File: src/rtl/key_step_ctrl.sv
// rtl/key_step_ctrl.sv - debounced up/down/clear pushbutton stepper for a decade counter.
// Optional auto-repeat while a step key is held: define KEY_AUTO_REPEAT_EN.
module key_step_ctrl #(
  parameter int unsigned DEB_CYCLES    = 1000000,
  parameter int unsigned HOLD_CYCLES   = 25000000,
  parameter int unsigned REPEAT_CYCLES = 5000000
) (
  input  logic clk,
  input  logic rst_n,
  input  logic key_up_n,
  input  logic key_dn_n,
  input  logic key_clr_n,
  output logic inc,
  output logic dec,
  output logic clr,
  output logic busy
);

  localparam int unsigned CW = (DEB_CYCLES > 2) ? $clog2(DEB_CYCLES) : 1;
  localparam logic [CW-1:0] DEB_LAST = CW'(DEB_CYCLES - 1);

  typedef enum logic [2:0] {IDLE, PRESS_DEB, HELD, REL_DEB, LOCK} state_t;

  logic [2:0]    sync1, sync2;
  logic          up, dn, cl;
  logic          clr_armed, clr_fire;
  logic [CW-1:0] clr_cnt;
  state_t        state, state_nxt;
  logic          dir, dir_nxt;
  logic [CW-1:0] cnt, cnt_nxt;
  logic          pulse, repeat_due;
  logic          lk, ot, cnt_last;

  // Bit order {clr, dn, up}; flops reset to 1 so a key held through reset reads as a fresh press.
  always_ff @(posedge clk or negedge rst_n) begin
    if (!rst_n) begin
      sync1 <= 3'b111;
      sync2 <= 3'b111;
    end else begin
      sync1 <= {key_clr_n, key_dn_n, key_up_n};
      sync2 <= sync1;
    end
  end

  assign up = ~sync2[0];
  assign dn = ~sync2[1];
  assign cl = ~sync2[2];

  // Clear debouncer alternates between waiting for a stable press and a stable release.
  assign clr_fire = clr_armed && cl && (clr_cnt == DEB_LAST);

  always_ff @(posedge clk or negedge rst_n) begin
    if (!rst_n) begin
      clr_armed <= 1'b1;
      clr_cnt   <= '0;
    end else if (clr_armed ? !cl : cl) begin
      clr_cnt <= '0;
    end else if (clr_cnt == DEB_LAST) begin
      clr_armed <= !clr_armed;
      clr_cnt   <= '0;
    end else begin
      clr_cnt <= clr_cnt + CW'(1);
    end
  end

  assign lk       = dir ? dn : up;
  assign ot       = dir ? up : dn;
  assign cnt_last = (cnt == DEB_LAST);

  always_comb begin
    state_nxt = state;
    dir_nxt   = dir;
    cnt_nxt   = cnt;
    pulse     = 1'b0;
    case (state)
      IDLE: begin
        cnt_nxt = '0;
        if (up && dn) begin
          state_nxt = LOCK;
        end else if (up || dn) begin
          state_nxt = PRESS_DEB;
          dir_nxt   = dn;
        end
      end
      PRESS_DEB: begin
        if (!lk || ot) begin
          state_nxt = IDLE;
          cnt_nxt   = '0;
        end else if (cnt_last) begin
          state_nxt = HELD;
          cnt_nxt   = '0;
          pulse     = 1'b1;
        end else begin
          cnt_nxt = cnt + CW'(1);
        end
      end
      HELD: begin
        cnt_nxt = '0;
        if (up && dn)         state_nxt = LOCK;
        else if (!lk)         state_nxt = REL_DEB;
        else if (repeat_due)  pulse     = 1'b1;
      end
      REL_DEB: begin
        if (lk) begin
          state_nxt = HELD;
          cnt_nxt   = '0;
        end else if (cnt_last) begin
          state_nxt = IDLE;
          cnt_nxt   = '0;
        end else begin
          cnt_nxt = cnt + CW'(1);
        end
      end
      LOCK: begin
        if (up || dn) begin
          cnt_nxt = '0;
        end else if (cnt_last) begin
          state_nxt = IDLE;
          cnt_nxt   = '0;
        end else begin
          cnt_nxt = cnt + CW'(1);
        end
      end
      default: begin
        state_nxt = IDLE;
        cnt_nxt   = '0;
      end
    endcase
    // A clear wins over any step due in the same cycle and parks the stepper.
    if (clr_fire) begin
      state_nxt = LOCK;
      cnt_nxt   = '0;
      pulse     = 1'b0;
    end
  end

  always_ff @(posedge clk or negedge rst_n) begin
    if (!rst_n) begin
      state <= IDLE;
      dir   <= 1'b0;
      cnt   <= '0;
      inc   <= 1'b0;
      dec   <= 1'b0;
      clr   <= 1'b0;
    end else begin
      state <= state_nxt;
      dir   <= dir_nxt;
      cnt   <= cnt_nxt;
      inc   <= pulse & ~dir_nxt;
      dec   <= pulse & dir_nxt;
      clr   <= clr_fire;
    end
  end

  assign busy = (state != IDLE);

`ifdef KEY_AUTO_REPEAT_EN
  localparam int unsigned TMAX = (HOLD_CYCLES > REPEAT_CYCLES) ? HOLD_CYCLES : REPEAT_CYCLES;
  localparam int unsigned TW   = $clog2(TMAX);

  logic [TW-1:0] tmr;
  logic          rep;

  // Timer measures clocks since the last step pulse and keeps running through release bounces.
  assign repeat_due = tmr >= (rep ? TW'(REPEAT_CYCLES - 1) : TW'(HOLD_CYCLES - 1));

  always_ff @(posedge clk or negedge rst_n) begin
    if (!rst_n) begin
      tmr <= '0;
      rep <= 1'b0;
    end else if (pulse) begin
      tmr <= '0;
      rep <= (state == HELD);
    end else if ((state == HELD || state == REL_DEB) && tmr != TW'(TMAX - 1)) begin
      tmr <= tmr + TW'(1);
    end
  end
`else
  assign repeat_due = 1'b0;
`endif

endmodule

File: config.mk
export PLATFORM = sky130hd
export DESIGN_NAME = key_step_ctrl
export DESIGN_NICKNAME = d
export VERILOG_FILES = /design/src/rtl/key_step_ctrl.sv
export SDC_FILE = /design/constraint.sdc
export NUM_CORES = 1
export LEC_CHECK = 0
export BUFFER_PORTS_ARGS = -buffer_cell sky130_fd_sc_hd__buf_2
export CAP_MARGIN = 25
export CORE_MARGIN = 3
export CORE_UTILIZATION = 40
export DETAILED_ROUTE_END_ITERATION = 16
export SLEW_MARGIN = 20
export SYNTH_ARGS = -nofsm -noshare
export SYNTH_HDL_FRONTEND = slang
export SYNTH_SLANG_ARGS = --single-unit
export TNS_END_PERCENT = 10
File: constraint.sdc
create_clock -name clk -period 2.7 [get_ports clk]
set_input_delay 0.405 -clock clk [delete_from_list [all_inputs] [get_ports clk]]
set_output_delay 0.405 -clock clk [all_outputs]
set_load 0.02 [all_outputs]
==> impl.org, run 1 <==
** Synthesis
- Counting flops and latches in the post-synthesis netlist gives 54.
- Mean post-synth cell area :: 10.3 um^2
- Area share of the leading cell type in the synthesized netlist :: 0.430
- For this run, the leading register cell type out of synthesis is dfrtp_1.
- Post-synth design cell area :: about 2700 um^2
- Synthesized Nets :: 274
- Proportion of register bits with asynchronous set or reset after synthesis :: 1.00
- Number of enable flip-flop cells after synthesis :: 0
- The synthesized netlist contains between 40 and 50 unique library cells.
- In the post-synthesis netlist, the biggest area contributors are dfrtp_1 (43%), dfstp_2 (6.7%), xor2_1 (4.5%).
- The largest total area in the synthesized netlist belongs to dfrtp_1.
- By instance count, the leading cell after synthesis is dfrtp_1.
- YS warnings :: 0
- In the synthesized netlist, the cells that appear most often are dfrtp_1 (47), nor3_1 (23), nor2_1 (16).
- In the synthesized netlist, the number of instances is 266.
- Seq/Total Area, Yosys :: 0.497

** Die
- Die H :: 88.7 um
- Top-Level Pins :: 9
- The initial utilization of the core area, before any placement, comes to 0.421.
- The die covers 7870 um^2.
- The floorplan step defined a core boundary enclosing 6490 um^2.
- Chip width :: roughly 90 um
- The initialized floorplan defines 29 standard-cell rows.

** Setup path
- Critical register-to-register path endpoint :: cnt[18]$_DFF_PN0_
- Kind of capture point of the worst setup path :: register
- For flop-to-flop paths, the worst setup slack is 0.48 ns.
- R2r worst-path depth :: 5
- Arrival time at the worst endpoint :: 2.40 ns
- Along the worst path, the maximum fanout reaches 20.
- The critical path is of the register to register type.
- Startpoint of the worst-slack reg-to-reg timing path :: cnt[8]$_DFF_PN0_
- STA classifies the critical path startpoint as a register.
- Data required time at the worst endpoint :: 2.88 ns

** STA
- At the pin with the least slew margin, the transition time is 0.619 ns.
- Final TNS setup :: 0 ns
- Largest clock skew in the final design :: 0.0139 ns
- RSZ-0062 raised after global routing :: false
- Post-layout min period :: 2.22 ns
- Final Max Tran Viols :: 0
- Of the available clock period, the critical path in the final layout requires 0.822.
- Headroom to the max-slew limit came out at 0.587.
- Hold Violations, Final :: 0
- Maximum clock frequency :: about 450 MHz
- Total setup violations reported at the end of the flow :: 0

** Clocking
- Insertion delay of the later-clocked pin in the worst-skew pair :: 0.32 ns
- Clock tree synthesis found a total of 54 sinks.
- Post-CTS repair changed the size of 0 cells.
- Number of hold-repair buffers added at the cts stage :: 0
- The H-tree was split into 2 levels.
- Clock tree synthesis selected as its root buffer the cell clkbuf_8.
- TritonCTS built the clock tree.
- Clock Tree Buf Depth :: 2
- The number of setup buffers added after CTS is 0.
- Clock tree synthesis inserted a total of 5 buffers.
- Clock-pin slew was measured on the worst setup and hold paths at about 0.10 ns.

** Routing
- Via/cell ratio :: 5.69
- Wire length per cell :: 14.5 um
- In this run the remaining antenna-violating nets after routing total 0.
- Routed WL :: 5120 um
- 1st-pass router iterations :: 4
- After detailed routing, the number of remaining DRC violations is 0.
- Via total after detailed routing :: around 2k
- Violation count after the first detailed-route iteration :: 116

** Place
- Gp weighted congestion :: roughly 0.78
- Input and output buffers added on the ports amount to 8.
- Detailed-placement wirelength estimate :: about 3500 um

** Power and ir drop
- Combinational fraction of design power :: 0.037
- Sw Share :: 0.243
- Register share of total power :: 0.610
- VDD sags by at most roughly 0.00021 V.
- Summed over all nets, the switching power comes to ~0.33 mW.
- The internal power of the cells totals 1.03 mW.
- Leakage power :: 1.13 nW
- In this run the power density over the cells is 463 nW/um^2.
- Power share of the clock group :: 0.353

** Outcome
- The run finished with clean final reports.

** Run
- The tool flagged a number of max-cap violations equal to 0.

** Global route
- Aggregate global routing overflow :: 0
- Wire length of the first global-routing pass :: 9000 um
- Across every metal layer, demand over resource in global routing totals 0.146.
- Maximum number of pins on one net before global-route repair :: 29
- The number of antenna violations at the first check in global routing is 0.
- Via count of the first global-routing pass :: 1959

** Layout
- Measured on the finished design, the core utilization comes to 0.453.
- Synthesis-to-layout area growth :: 7.50%
- The number of antenna diodes in the final layout is 0.
- For this run, the post-layout net count is about 280.
- Of the cells placed in the final design, the portion with a size suffix greater than 1 is 0.134.

** Min path
- Type of the tightest min-delay check :: input pin to async pin
==> critical path, cell delays in order, from the launching register on <==
cell and delay [ns]:
dfrtp_1 0.46, or4b_1 0.56, or4_4 0.59, o32ai_4 0.10, buf_4 0.29, a211oi_1 0.08
==> power groups by stage <==
stage          Clock, mW  Combinational (mW)  Sequential, mW
2_1_floorplan          0              0.0257           0.844
3_3_place_gp           0              0.0527           0.846
3_5_place_dp           0              0.0527           0.846
4_1_cts            0.503              0.0530           0.831
5_1_grt            0.533              0.0593           0.833
6_report           0.480              0.0507           0.831
==> stage by stage <==
step	area, um^2	std cells	power (mW)	worst slack (ns)	hold WS, ns
after detailed placement	2840	345	0.899	0.507	0.348
after global placement	2840	345	0.898	0.537	0.346
after floorplan	2740	266	0.870	0.687	0.109
final	2940	353	1.36	0.481	0.0911
after CTS	2940	353	1.39	0.485	0.115
after global routing	2940	353	1.42	0.374	0.139
==> layer usage <==
metal	global-route usage	vias up	wire length, um
met1	0.199	986	2630
met2	0.228	23	2290
met3	0.0261	9	108
met4	0.0591	0	89
met5	0	-	0
li1	-	990	-
==> layout by cell type, fill, tap and decap left out, types with 3 or more instances in the layout <==
| cell | instances |
|---|---|
| a211oi_1 | 5 |
| a21oi_1 | 10 |
| and3_1 | 3 |
| and4_1 | 3 |
| buf_2 | 8 |
| buf_4 | 3 |
| clkbuf_8 | 5 |
| dfrtp_1 | 47 |
| dfstp_2 | 7 |
| ha_1 | 3 |
| inv_1 | 11 |
| nand2_1 | 14 |
| nand3_1 | 15 |
| nand4_1 | 9 |
| nor2_1 | 16 |
| nor3_1 | 22 |
| nor4_1 | 5 |
| o21ai_0 | 10 |
| o21bai_1 | 3 |
| o31ai_1 | 7 |
| or3_1 | 9 |
| or4_1 | 8 |
| xnor2_1 | 10 |
| xor2_1 | 14 |
==> sequential cells by signal, indices dropped and copies added, names as in the netlist <==
signal,flops
dir,1
cnt,20
clr_armed,1
clr_cnt,20
state,3
inc,1
clr,1
dec,1
sync2,3
sync1,3
==> worst max path at each step <==
| stage | from | endpoint | slack (ns) | depth (start not counted) |
|---|---|---|---|---|
| 2_1_floorplan | cnt[8]$_DFF_PN0_ | cnt[14]$_DFF_PN0_ | 0.69 | 5 |
| 3_3_place_gp | cnt[8]$_DFF_PN0_ | cnt[9]$_DFF_PN0_ | 0.54 | 5 |
| 3_5_place_dp | cnt[8]$_DFF_PN0_ | cnt[3]$_DFF_PN0_ | 0.51 | 5 |
| 4_1_cts | cnt[8]$_DFF_PN0_ | cnt[18]$_DFF_PN0_ | 0.48 | 5 |
| 5_1_grt | cnt[8]$_DFF_PN0_ | cnt[18]$_DFF_PN0_ | 0.37 | 5 |
| 6_report | cnt[8]$_DFF_PN0_ | cnt[18]$_DFF_PN0_ | 0.48 | 5 |
==> final cells by class <==
| type | count | area [um^2] |
|---|---|---|
| fillers | 619 | 3550 |
| flip-flops and latches | 54 | 1360 |
| multi-input cells | 191 | 1260 |
| well taps | 77 | 96.3 |
| repair buffers | 12 | 82.6 |
| clock buffers | 5 | 68.8 |
| inverters | 11 | 41.3 |
| clock inverters | 3 | 28.8 |
==> cell families after synthesis <==
family,Yosys count,share of synthesized area
AO/OA/AOI/OAI,41,0.112
XOR/XNOR,24,0.0769
adder cells (fa/ha/maj),3,0.0137
buffers and inverters,21,0.0430
flip-flops,54,0.497
multiplexers,1,0.00366
AND/OR/NAND/NOR,122,0.253
Note: power is estimated with default switching activity, not from simulation.
==> inputs of run 2 (changes only) <==
- ABC_AREA: default -> 1
- clock period: 2.7 -> 2.35 ns (I/O delays scaled with it)
==> impl.org, run 2 <==
** Setup path
- Crit path to :: cnt[4]$_DFF_PN0_
- By startpoint and endpoint, the worst setup path is classified as register to register.
- R2r worst-path depth :: 8 (+3)
- In this run the worst setup path begins at clr_cnt[0]$_DFF_PN0_.
- Cell chain of the critical path :: ha_1 -> nand3_2 -> nor3b_4 -> nand3_2 -> nand3_4 -> inv_2 -> nand3_1 -> inv_1
- Among cell families on the critical path, the largest total delay comes from simple AND/OR/NAND/NOR gates.
- The worst register-to-register path ends at cnt[4]$_DFF_PN0_.
- Library cell contributing the largest single delay on the critical path :: dfrtp_1
- Startpoint class of the critical path :: register
- Setup slack of the worst register-to-register path :: 0.51 ns (+0.03 ns)
- The buffers plus inverters on the worst setup path was 2 (+1).
- The data arrival time of the critical path is 2.03 ns (-0.37 ns).
- Worst stage delay on the critical path :: 0.46 ns (-0.13 ns)
- Startpoint of the worst-slack reg-to-reg timing path :: clr_cnt[0]$_DFF_PN0_
- The maximum fanout along the worst path is 15 (-25%).
- Kind of capture point of the worst setup path :: register
- The cell count along the critical path is 8 (+3).
- Among the stages of the critical path, the cell type that occurs most often is nand3_2.
- The worst endpoint required time came to 2.54 ns (-0.34 ns).

** Synthesis
- Proportion of register bits with asynchronous set or reset after synthesis :: 1.00 (unchanged)
- The average instance area after synthesis came to 7.80 um^2 (-24%).
- The number of enable-type register cells in the synthesized netlist is 0 (unchanged).
- The cell count after synthesis came to 386 (+45%).
- Post-synth design cell area :: 3010 um^2 (+10%)
- Area share of the leading cell type in the synthesized netlist :: 0.391 (-0.0392)
- The post-synth net total was 394 (+44%).
- The number of distinct library cells after synthesis was 35 (-20%).
- Among all flip-flop cells after synthesis, the most frequent one is dfrtp_1.
- The number of warning messages in the yosys log was 0 (unchanged).
- Top cells by area in the synthesized netlist :: dfrtp_1 (39%), nand2_1 (10%), nor2_1 (8.5%)
- The sequential share of the synthesized area was 0.452 (-0.0453).
- Flip-flop and latch count after synthesis :: 54 (unchanged)
- List of most frequent post-synthesis cells :: nand2_1 (82), nor2_1 (68), dfrtp_1 (47), inv_1 (47), nand3_1 (20)
- In the post-synthesis netlist, the cell with the most instances is nand2_1.
- The synthesized design spends more area on one cell type than any other, namely dfrtp_1.

** STA
- Final Max Tran Viols :: 0 (unchanged)
- The maximum clock rate came to 544 MHz (+21%).
- Post-layout min period :: 1.84 ns (-0.380 ns)
- Largest clock skew in the final design :: 0.0150 ns (+0.00107 ns)
- The number of hold violations in the final report was 0 (unchanged).
- The worst-margin pin slew came to 0.578 ns (-0.0412 ns).
- The final-layout setup total negative slack is 0 ns (unchanged).
- Total setup violations reported at the end of the flow :: 0 (unchanged)
- Slew headroom :: 0.615 (+0.0275)
- RSZ-0062 raised after global routing :: false
- The fraction of the cycle the final worst path needs came to 0.783 (-0.0395).
- WHS :: 0.0476 ns (-0.0435 ns)

** Die
- Die area :: 8600 um^2 (+9.3%)
- The number of rows created at floorplan is 30 (+3.4%).
- Chip width :: 92.7 um (+4.6%)
- The initial standard-cell utilization of the core came to 0.426 (+0.00530).
- The I/O pin total is 9 (unchanged).
- The die extent in y came to 92.7 um (+4.6%).
- Placeable core region :: 7060 um^2 (+8.6%)

** Global route
- The met3 track demand over resource in global routing came to 0.0227 (-0.00333).
- The layer flagged by global routing as most heavily used is met2.
- The final global-route overflow total is 0 (unchanged).
- The number of antenna violations at the first check in global routing is 0 (unchanged).
- Via count of the first global-routing pass :: 2311 (+18%)
- Met1 Use GR :: 0.221 (+0.0221)
- The maximum number of pins on one net before global-route repair is 31 (+6.9%).
- M2 GR Usage :: 0.227 (-0.00148)
- The wire length of the first global-routing pass is 10500 um (+17%).
- Overall global routing resource usage :: 0.151 (+0.00541)

** Power and ir drop
- IR Drop Worst-Case VDD :: 0.000243 V (+15%)
- The final total power is 1.97 mW (+44%).
- Total power divided by cell area :: 598 nW/um^2 (+29%)
- Leakage power :: 1.53 nW (+35%)

** Layout
- Top flop regs :: clr_cnt: 20 flops, cnt: 20 flops
- The core utilization of the finished layout is 0.466 (+0.0136).
- The library cells used most frequently in the layout, excluding fill and tap cells, are nand2_1 (82), nor2_1 (68), inv_1 (47), dfrtp_1 (47), nand3_1 (20).
- Ratio of cells with drive above 1 in the final layout :: 0.162 (+0.0276)
- The final net count is 409 (+45%).
- The count of inserted antenna diode cells is 0 (unchanged).
- The library cell used most frequently in the layout, excluding fill and tap cells, is nand2_1.
- The post-route cell area came to 3290 um^2 (+12%).
- From synthesis to final layout, the design area changed by 9.36%.

** Routing
- The number of iterations in the first detailed-routing pass is 4 (unchanged).
- Via total after detailed routing :: 2426 (+21%)
- Count of nets left with antenna violations after detail routing :: 0 (unchanged)
- Wire length per cell :: 11.6 um (-20%)
- Routed WL :: 5800 um (+13%)
- Total DRC errors in the routed layout :: 0 (unchanged)
- Via/cell ratio :: 4.87 (-14%)
- Violation count after the first detailed-route iteration :: 139 (+20%)

** Clocking
- Clock Tree Buf Depth :: 2 (unchanged)
- Number of hold-repair buffers added at the cts stage :: 0 (unchanged)
- The maximum level of the CTS H-tree came to 2 (unchanged).
- Clock transition at the register clock pins on the worst setup and hold paths after CTS :: 0.10 ns (about the same)
- Root buffer cell :: clkbuf_8
- Post-cts resize count :: 0 (unchanged)
- TritonCTS built the clock tree.
- The CTS sink count was 54 (unchanged).
- Total setup buffers inserted after CTS :: 0 (unchanged)
- Number of buffers created by CTS :: 5 (unchanged)
- Insertion delay of the later-clocked pin in the worst-skew pair :: 0.31 ns (about the same)

** Place
- The half-perimeter wire length of the detailed placement result is 4390 um (+25%).
- Port Buffers :: 8 (unchanged)
- Gp weighted congestion :: 0.849 (+8.9%)
- Placement-stage cell area :: 3170 um^2 (+12%)

** Run
- Count of max-cap constraint violations :: 0 (unchanged)

** Outcome
- The run finished with clean final reports.

** Min path
- Type of the tightest min-delay check :: input pin to async pin
run 2: cell types whose count changed in the layout (fill, tap and decap cells not counted), sizes merged, moves of 5 or more:
cell	before	now
inv	12	54
or3	9	0
nor2	16	84
a211oi	7	1
nor3	23	12
or4	9	0
nand2	14	87
nand3	15	27
o31ai	7	1
xor2	14	9
xnor2	10	3
run 2: metrics by stage:
stage,setup WS (ns),instances
finish,0.511,498
global route,0.304,498
CTS,0.493,498
detailed placement,0.528,490
global placement,0.603,490
floorplan,0.815,386
run 2: routing by layer:
| layer | vias up | part of all wire |
|---|---|---|
| met1 | 1119 | 0.54 |
| met4 | 0 | 0.010 |
| li1 | 1263 | - |
| met2 | 39 | 0.42 |
| met5 | - | 0 |
| met3 | 5 | 0.029 |
run 2: final cells by class:
class                      instances  area (um^2)
tap                               96          120
sequential                        54         1360
clock buffer                       7         86.3
timing repair buffer               9         60.1
multi-input combinational        277         1430
fill                             734         3770
inverter                          54          203
clock inverter                     1         30.0
run 2: report_power, final:
part / internal, mW / leakage, nW / switching [mW]
sequential: 0.972 / 0.722 / 0.0453
combinational: 0.102 / 0.746 / 0.213
clock: 0.348 / 0.0585 / 0.286
total: 1.42 / 1.53 / 0.545
run 2: worst reg2reg max path, delay by kind of cell (launching register included):
kind	cells	cell delay [ns]
AND/OR/NAND/NOR	5	0.89
buffers and inverters	2	0.14
adder cells (fa/ha/maj)	1	0.23
flip-flops	1	0.46
run 2: logic make-up after synthesis:
group,synth area share
AOI/OAI and AO/OA,0.0566
xor gates and xnor gates,0.0349
adders and majority gates,0.0125
buffers and inverters,0.0723
DFF,0.452
and+or+nand+nor,0.372
run 2: worst min-delay path by stage:
stage / startpoint / endpoint / slack [ns] / depth (start not counted)
global route: rst_n / cnt[10]$_DFF_PN0_ / 0.08 / 1
CTS: rst_n / cnt[0]$_DFF_PN0_ / 0.07 / 1
finish: rst_n / dir$_DFF_PN0_ / 0.05 / 1
detailed placement: sync1[1]$_DFF_PN1_ / sync2[1]$_DFF_PN1_ / 0.35 / 0
global placement: sync1[1]$_DFF_PN1_ / sync2[1]$_DFF_PN1_ / 0.35 / 0
floorplan: rst_n / clr$_DFF_PN0_ / 0.06 / 0
==> inputs of run 3 (changes only) <==
- clock period: 2.35 -> 1.7 ns (I/O delays scaled with it)
==> impl.org, run 3 (synthesis gave the netlist of run 2 again) <==
** Outcome
- The run finished with clean final reports.

** STA
- Worst-margin pin slew :: 0.344 ns (-0.234 ns)
- The maximum clock rate came to 617 MHz (+13%).
- The shortest clock period the worst path allows after layout is 1.62 ns (-0.217 ns).
- Slew headroom :: 0.768 (+0.154)
- Total setup violations reported at the end of the flow :: 0 (unchanged)
- Final Cycle Share :: 0.954 (+0.172)
- The number of hold violations in the final report was 0 (unchanged).
- The clock skew after layout is 0.0151 ns (+0.000132 ns).
- Final Max Tran Viols :: 0 (unchanged)

** Setup path
- The critical path is of the register to register type.
- Data required time at the worst endpoint :: 1.90 ns (-0.64 ns)
- The worst reg-to-reg setup slack came to 0.08 ns (-0.43 ns).
- Beginning of the critical path :: clr_cnt[1]$_DFF_PN0_
- Arrival time at the worst endpoint :: 1.82 ns (-0.21 ns)
- The maximum fanout along the worst path was 6 (-9).
- The worst setup path is launched from a register.
- The worst setup path is captured at a register.
- In this run the critical register-to-register path is launched from clr_cnt[1]$_DFF_PN0_.

** Global route
- Overall global routing resource usage :: 0.161 (+0.0102)
- The number of global-route vias before repair came to 2466 (+6.7%).
- The number of antenna violations at the first check in global routing came to 0 (unchanged).
- Wire length of the first global-routing pass :: 11300 um (+7.1%)
- Maximum number of pins on one net before global-route repair :: 55 (+77%)
- Aggregate global routing overflow :: 0 (unchanged)

** Power and ir drop
- The sequential cell fraction of total power is 0.468 (-0.049).
- Combinational fraction of design power :: 0.180 (+0.019)
- Internal portion of total power :: 2.18 mW (+53%)
- The final total power came to 3.01 mW (+53%).
- The power dissipated by switching net loads was 0.824 mW (+51%).
- The standby leakage power was 1.60 nW (+5.1%).
- The power density normalized to cell area was 869 nW/um^2 (+45%).
- The switching share of power is 0.274 (-0.00287).
- IR Drop Worst-Case VDD :: 0.000487 V (+100%)
- The clock network fraction of design power was 0.352 (+0.030).

** Layout
- Leaving out fill and tap cells, the most frequent cell in the layout is nand2_1.
- Leaving out fill and tap cells, the most frequent cells in the layout are nand2_1 (82), nor2_1 (64), dfrtp_1 (47), inv_1 (45), nand3_1 (20).
- Finished Layout Cells :: 510 (+2.4%)
- The share of post-route cells with drive strength above 1 was 0.205 (+0.0436).
- Synthesis-to-layout area growth :: 15.0%
- Final core occ :: 0.490 (+0.0241)
- Number of diodes added for antenna fixing :: 0 (unchanged)
- Top flop regs :: clr_cnt: 20 flops, cnt: 20 flops
- Final net count :: 421 (+2.9%)

** Die
- Die H :: 92.7 um (unchanged)
- Starting density of the core :: 0.426 (unchanged)
- Placeable core region :: 7060 um^2 (unchanged)
- The die width was 92.7 um (unchanged).
- Die area :: 8600 um^2 (unchanged)
- The I/O pin total was 9 (unchanged).
- FP Rows :: 30 (unchanged)

** Place
- The half-perimeter wire length of the detailed placement result came to 4700 um (+7.1%).
- Gp weighted congestion :: 0.840 (-1.2%)
- The port buffer count came to 8 (unchanged).
- Post-placement cell count :: 498 (+1.6%)

** Clocking
- TritonCTS built the clock tree.
- The clock network latency to the later pin of the worst-skew pair is 0.32 ns (about the same).
- The number of buffers created by CTS was 5 (unchanged).
- Clock transition at the register clock pins on the worst setup and hold paths after CTS :: 0.11 ns (about the same)
- The clock tree buffer depth came to 2 (unchanged).
- The CTS sink count came to 54 (unchanged).
- The maximum level of the CTS H-tree was 2 (unchanged).
- Root buffer cell :: clkbuf_8

** Routing
- Wire length per cell :: 12.4 um (+6.9%)
- Count of nets left with antenna violations after detail routing :: 0 (unchanged)
- The number of DRC markers in iteration 0 came to 102 (-27%).
- The ratio of routed vias to standard cells was 4.97 (+2.0%).
- The number of vias in the routed layout is 2535 (+4.5%).
- Total DRC errors in the routed layout :: 0 (unchanged)
- 1st-pass router iterations :: 4 (unchanged)
- Routed WL :: 6340 um (+9.4%)

** Min path
- Hold path start :: key_clr_n
- The worst hold path belongs to the class input pin to register.

** Run
- The max-capacitance violation count is 0 (unchanged).
==> run 3: cell count changes in the layout (fill, tap and decap cells not counted), moves of 2 or more <==
cell | before | now
inv_1 | 47 | 45
inv_2 | 7 | 9
buf_4 | 0 | 10
nor2_1 | 68 | 64
nor2_2 | 15 | 18
==> run 3: routing by layer <==
layer	vias up	track usage	part of all wire
met4	0	0.0464	0.013
li1	1292	-	-
met2	45	0.251	0.44
met1	1188	0.228	0.52
met3	10	0.0317	0.026
met5	-	0	0
==> run 3: path summary, 6_finish.rpt <==
path                       cells after the start                   end
max                                            7      cnt[5]$_DFF_PN0_
min                                            1    sync1[2]$_DFF_PN1_
max reg2reg                                    7      cnt[5]$_DFF_PN0_
min reg2reg                                    0    sync2[0]$_DFF_PN1_
max in group asynchronous                      3    sync1[1]$_DFF_PN1_
min in group asynchronous                      3  clr_cnt[6]$_DFF_PN0_
==> run 3: power by group through the flow <==
stage	combinational [mW]	clock [mW]	sequential (mW)
floorplan	0.346	0	1.42
global placement	0.514	0	1.42
detailed placement	0.518	0	1.43
CTS	0.523	1.09	1.40
global route	0.610	1.13	1.41
finish	0.541	1.06	1.41
==> run 3: final cells by class <==
class | instances | area [um^2]
fill | 713 | 3600
inverter | 54 | 203
multi-input combinational | 277 | 1470
clock buffer | 6 | 82.6
timing repair buffer | 21 | 165
clock inverter | 2 | 60.1
tap | 96 | 120
sequential | 54 | 1360
==> run 3: metrics by stage <==
step                worst slack (ns)  setup TNS (ns)  hold slack (ns)  area, um^2
floorplan                      0.165               0          -0.0406        3010
global placement               0.133               0            0.278        3250
global route                 -0.0136         -0.0136           0.0150        3460
finish                        0.0781               0           0.0362        3460
detailed placement            0.0717               0            0.281        3250
CTS                           0.0449               0           0.0241        3400
==> run 3: critical path, cell delays in order (launching register included) <==
cell     delay (ns)
dfrtp_1        0.42
ha_4           0.17
nand3_4        0.12
nor3b_4        0.26
nand3_2        0.16
nand3_4        0.14
buf_4          0.17
nor3_1         0.05
==> run 3: timing repair <==
action	in CTS	in global routing
resized for setup	0	11
hold buffers	1	0
hold endpoints to repair	47	0
endpoints found under the setup margin	0	27
setup buffers	0	3
